`src/rtl/mfcc_frame_scheduler.sv`:
```
// Frame-level sequencer for the MFCC pipeline. It counts PCM samples into frames, then runs the
// WINDOW -> FFT -> MEL -> DCT stages in turn, and flags overruns and stage hangs.
module mfcc_frame_scheduler #(
    parameter int FRAME_SIZE    = 400,
    parameter int FRAME_MOVE    = 160,
    parameter int STAGE_TIMEOUT = 65535,
    parameter int IDX_W         = 16
) (
    input  logic             clk,
    input  logic             rst,
    input  logic             enable_i,
    input  logic             pcm_ready_i,
    input  logic             clear_i,
    output logic             win_start_o,
    input  logic             win_done_i,
    output logic             fft_start_o,
    input  logic             fft_done_i,
    output logic             mel_start_o,
    input  logic             mel_done_i,
    output logic             dct_start_o,
    input  logic             dct_done_i,
    output logic             frame_valid_o,
    output logic [IDX_W-1:0] frame_idx_o,
    output logic             busy_o,
    output logic             overrun_o,
    output logic             timeout_o,
    output logic [7:0]       drop_count_o
);

    localparam int CNT_MAX = (FRAME_SIZE > FRAME_MOVE) ? FRAME_SIZE : FRAME_MOVE;
    localparam int CNT_W   = $clog2(CNT_MAX + 1);
    localparam int TMR_W   = $clog2(STAGE_TIMEOUT + 1);

    localparam logic [CNT_W-1:0] SIZE_C   = CNT_W'(FRAME_SIZE);
    localparam logic [CNT_W-1:0] MOVE_C   = CNT_W'(FRAME_MOVE);
    localparam logic [TMR_W-1:0] TMR_LAST = TMR_W'(STAGE_TIMEOUT - 1);

    typedef enum logic [2:0] {
        ST_IDLE,
        ST_WIN,
        ST_FFT,
        ST_MEL,
        ST_DCT
    } state_t;

    state_t           state;
    logic [CNT_W-1:0] acc_cnt;
    logic [CNT_W-1:0] need;
    logic [TMR_W-1:0] timer;

    logic       frame_evt;
    logic       overrun_evt;
    logic       stage_done;
    logic       stage_first;
    logic       advance;
    logic       expire;
    logic [7:0] drop_base;
    logic [8:0] drop_sum;
    logic [7:0] drop_next;

    // NOTE: every signal assigned in always_comb gets a default first, so no path can infer a latch.
    always_comb begin
        stage_done = 1'b0;
        case (state)
            ST_WIN:  stage_done = win_done_i;
            ST_FFT:  stage_done = fft_done_i;
            ST_MEL:  stage_done = mel_done_i;
            ST_DCT:  stage_done = dct_done_i;
            default: stage_done = 1'b0;
        endcase

        // A stage's start pulse marks its first cycle, and its done is ignored in that cycle.
        stage_first = win_start_o | fft_start_o | mel_start_o | dct_start_o;
        advance     = stage_done && !stage_first;
        expire      = (state != ST_IDLE) && !advance && (timer == TMR_LAST);

        frame_evt   = enable_i && pcm_ready_i && (acc_cnt == need - CNT_W'(1));
        overrun_evt = frame_evt && (state != ST_IDLE);

        // A clear and a new drop in the same cycle: the clear applies first, then the new drop counts.
        drop_base = clear_i ? 8'd0 : drop_count_o;
        drop_sum  = {1'b0, drop_base} + {8'd0, overrun_evt} + {8'd0, expire};
        drop_next = drop_sum[8] ? 8'hFF : drop_sum[7:0];
    end

    // NOTE: sequential state uses non-blocking assignments only, so every register samples pre-edge values.
    always_ff @(posedge clk or posedge rst) begin
        if (rst) begin
            state         <= ST_IDLE;
            acc_cnt       <= '0;
            need          <= SIZE_C;
            timer         <= '0;
            win_start_o   <= 1'b0;
            fft_start_o   <= 1'b0;
            mel_start_o   <= 1'b0;
            dct_start_o   <= 1'b0;
            frame_valid_o <= 1'b0;
            frame_idx_o   <= '0;
            busy_o        <= 1'b0;
            overrun_o     <= 1'b0;
            timeout_o     <= 1'b0;
            drop_count_o  <= 8'd0;
        end else begin
            win_start_o   <= 1'b0;
            fft_start_o   <= 1'b0;
            mel_start_o   <= 1'b0;
            dct_start_o   <= 1'b0;
            frame_valid_o <= 1'b0;

            if (!enable_i) begin
                acc_cnt <= '0;
                need    <= SIZE_C;
            end else if (pcm_ready_i) begin
                if (frame_evt) begin
                    acc_cnt <= '0;
                    need    <= MOVE_C;
                end else begin
                    acc_cnt <= acc_cnt + CNT_W'(1);
                end
            end

            case (state)
                ST_IDLE: begin
                    if (frame_evt) begin
                        state       <= ST_WIN;
                        win_start_o <= 1'b1;
                        busy_o      <= 1'b1;
                        timer       <= '0;
                    end
                end
                default: begin
                    if (advance) begin
                        timer <= '0;
                        case (state)
                            ST_WIN: begin
                                state       <= ST_FFT;
                                fft_start_o <= 1'b1;
                            end
                            ST_FFT: begin
                                state       <= ST_MEL;
                                mel_start_o <= 1'b1;
                            end
                            ST_MEL: begin
                                state       <= ST_DCT;
                                dct_start_o <= 1'b1;
                            end
                            default: begin
                                state         <= ST_IDLE;
                                busy_o        <= 1'b0;
                                frame_valid_o <= 1'b1;
                                frame_idx_o   <= frame_idx_o + IDX_W'(1);
                            end
                        endcase
                    end else if (expire) begin
                        // A hung stage aborts the frame; no coefficients are reported for it.
                        state  <= ST_IDLE;
                        busy_o <= 1'b0;
                        timer  <= '0;
                    end else begin
                        timer <= timer + TMR_W'(1);
                    end
                end
            endcase

            overrun_o    <= overrun_evt | (overrun_o & ~clear_i);
            timeout_o    <= expire | (timeout_o & ~clear_i);
            drop_count_o <= drop_next;
        end
    end

endmodule

```
`config.mk`:
```
export PLATFORM = sky130hd
export DESIGN_NAME = mfcc_frame_scheduler
export DESIGN_NICKNAME = d
export VERILOG_FILES = /design/src/rtl/mfcc_frame_scheduler.sv
export SDC_FILE = /design/constraint.sdc
export NUM_CORES = 1
export LEC_CHECK = 0
export ABC_AREA = 0
export CORE_MARGIN = 2
export CORE_UTILIZATION = 55
export CTS_CLUSTER_DIAMETER = 200
export DETAILED_ROUTE_END_ITERATION = 8
export GPL_ROUTABILITY_DRIVEN = 0
export HOLD_SLACK_MARGIN = 0.06
export PLACE_DENSITY = 0.79
export SLEW_MARGIN = 20
export SYNTH_ARGS = -nofsm -noshare
export SYNTH_HDL_FRONTEND = slang
export SYNTH_SLANG_ARGS = --single-unit
```
`constraint.sdc`:
```
create_clock -name clk -period 4.4 [get_ports clk]
set_clock_uncertainty 0.1 [all_clocks]
set_input_delay 1.32 -clock clk [delete_from_list [all_inputs] [get_ports clk]]
set_output_delay 1.32 -clock clk [all_outputs]
set_load 0.02 [all_outputs]
```
==> results.toml <==
[worst_setup_path]
crit_type = "input port to flip-flop"
required_ns = 4.55
startpoint_type = "input port"
cp-end-kind = "flip-flop"
r2r-start = "need[4]$_DFFE_PP1P_"
cp_max_fo = 6
arrival_ns = 4.15
crit_start = "pcm_ready_i"
r2r_setup_slack_ns = 1.06

[cells_and_area]
fillers = 420
layoutNonFillerInstCount = 432
final_nets = 370
final_cell_mix = "dfrtp_1 (61), clkdlybuf4s50_1 (40), nor2_1 (24)"
num_antenna_cells = 0
utilization_pct = 71.38
syn2layout_area_growth_pct = 23.64
drive_gt1_share_pct = 11.39
final_common_cell = "dfrtp_1"

[global_route]
grt_max_degree = 29
antenna_found_initial = 0
grt_first_pass_wirelength_mm = 10.89
track_usage_pct = 21.54
grt_pass1_vias = 2459
overflow = 0

[synth]
synth_edf_count = 0
synth.area.top_cells = "dfrtp_1 (47%), xor2_1 (4.1%), xnor2_1 (3.0%)"
syn_area_per_cell_um2 = 10.59
synthFlopType = "dfrtp_1"
synth_top_area_cell = "dfrtp_1"
synthArstFlopShare_pct = 100.0
synth_cells = 304
yosysSeqAreaShare_pct = 48.25
synth_cell_types = 61
synth_area_um2 = 3218
synth-seq-cells = 62
yosys_warnings = 0
syn-num-nets = 319
synth.top_cell.area_share_pct = 47.43

[sta]
max_freq_mhz = 249.6
layout_setup_ws_ns = 0.3937
tns_ns = 0
maxSlewHeadroom_pct = 61.95
min_period_ns = 4.006
rsz0062_at_grt = "false"
hold_violations = 0
setup_violations = 0
layout_worst_path_cycle_share_pct = 91.05
tightest_slew_ns = 0.5699
finalMaxSlewViolations = 0

[floorplanning]
die_w_um = 80.49
core-area_um2 = 5574
ios = 41
die-area_um2 = 6479
die_y_um = 80.49
core.rowCount = 27
start_util_pct = 57.73

[clock_tree]
clockBufferDepth = 2
clk_pin_slew_ns = 0.07
numCtsBuffers = 9
post_cts_buffers = 0
cts_sinks = 62
clock_latency_ns = 0.33
cts_tree = "yes"
post_cts_resize_count = 0
cts.hold.buffers_added = 0
clockRootBuffer = "clkbuf_8"
htreeDepth = 3

[drt]
ant_nets = 0
vias = 2504
routed_via_density = 5.796
finalWirelength_mm = 6.422
drtPass1Iterations = 4
drc_errors = 0
drt_iter0_drc = 86
wl_per_cell_um = 14.87

[pwr]
p_per_area_nw_per_um2 = 320.9
vdd.ir_drop.worst_mv = 0.2477
leakage_uw = 0.001855
p_total_uw = 1277

[flow_run]
max_cap_violations = 0

[placed_design]
hpwl_mm = 4.518
numPortBuffers = 40
place_inst = 416
place_ws_ns = 0.05430

[run_status]
status = "finished clean"

[min_path]
worstHoldStart = "frame_idx_o[15]$_DFFE_PP0P_"
hold_path.class = "flip-flop to flip-flop"
power breakdown:
| group | switching (uW) | internal, uW |
|---|---|---|
| combinational | 18.1 | 12.0 |
| sequential | 1.45 | 571 |
| clock | 226 | 448 |
| total | 246 | 1030 |
worst max-delay path, cell delays in order:
cell,delay (ns)
clkdlybuf4s50_1,0.47
and4_1,0.26
nand3_1,0.15
or2_2,0.31
nor2_1,0.25
fa_1,0.29
and3_1,0.22
and3_1,0.25
nand3_1,0.11
or3_1,0.40
o21ai_0,0.12
cell type report:
class / count / area [um2] / area share (%)
clock inverter: 6 / 132.6 / 3.333
inverter: 14 / 52.55 / 1.321
sequential: 62 / 1553 / 39.03
multi-input combinational: 220 / 1553 / 39.03
timing repair buffer: 48 / 460.4 / 11.57
tap: 72 / 90.09 / 2.264
clock buffer: 10 / 137.6 / 3.459
state kept, by name, indices dropped and copies added, names as in the netlist, 2 cells and up:
signal,cells
frame_idx_o,16
timer,16
acc_cnt,9
drop_count_o,8
state,3
need,2
per-layer routing:
| metal | vias to the layer above | GRT usage [%] | wire [um] |
|---|---|---|---|
| met5 | - | 0 | 0 |
| met4 | 0 | 10.00 | 119 |
| met3 | 16 | 4.157 | 259 |
| met2 | 64 | 34.58 | 3031 |
| met1 | 1210 | 28.12 | 3011 |
| li1 | 1214 | - | - |
Yosys cell counts, types with 6 or more instances:
library cell and instances:
xor2_1 15, a21o_1 7, nand2_1 20, dfrtp_1 61, nand3_1 12, nand4_1 8, nor3b_1 7, o21a_1 6
o21ai_0 8, nor2_1 24, inv_1 14, and3_1 10, xnor2_1 11, nor3_1 8
worst paths after layout:
path,end,cells after the start
worst min register to register,frame_idx_o[15]$_DFFE_PP0P_,1
max in group asynchronous,need[4]$_DFFE_PP1P_,3
min in group asynchronous,frame_idx_o[13]$_DFFE_PP0P_,2
worst max-delay path,drop_count_o[5]$_DFF_PP0_,11
worst min-delay path,frame_idx_o[15]$_DFFE_PP0P_,1
worst max register to register,drop_count_o[5]$_DFF_PP0_,12
stage by stage:
stage	hold WS (ns)	area, um2
global placement	0.3582	3709
finish	0.3748	3979
CTS	0.3762	3979
floorplan	0.3488	3218
global route	0.4083	3979
detailed placement	0.3661	3709
kinds of logic (layout without fill, tap and decap cells):
family	after synthesis	in the layout	share of synthesized area, %
flops	62	62	48.25
compound gates	52	52	12.79
mux	5	5	1.749
simple gates	131	131	24.07
buf+inv	22	78	3.499
xor+xnor	26	26	7.076
fa+ha+maj	6	6	2.566
Power figures use the tool's default switching activity.
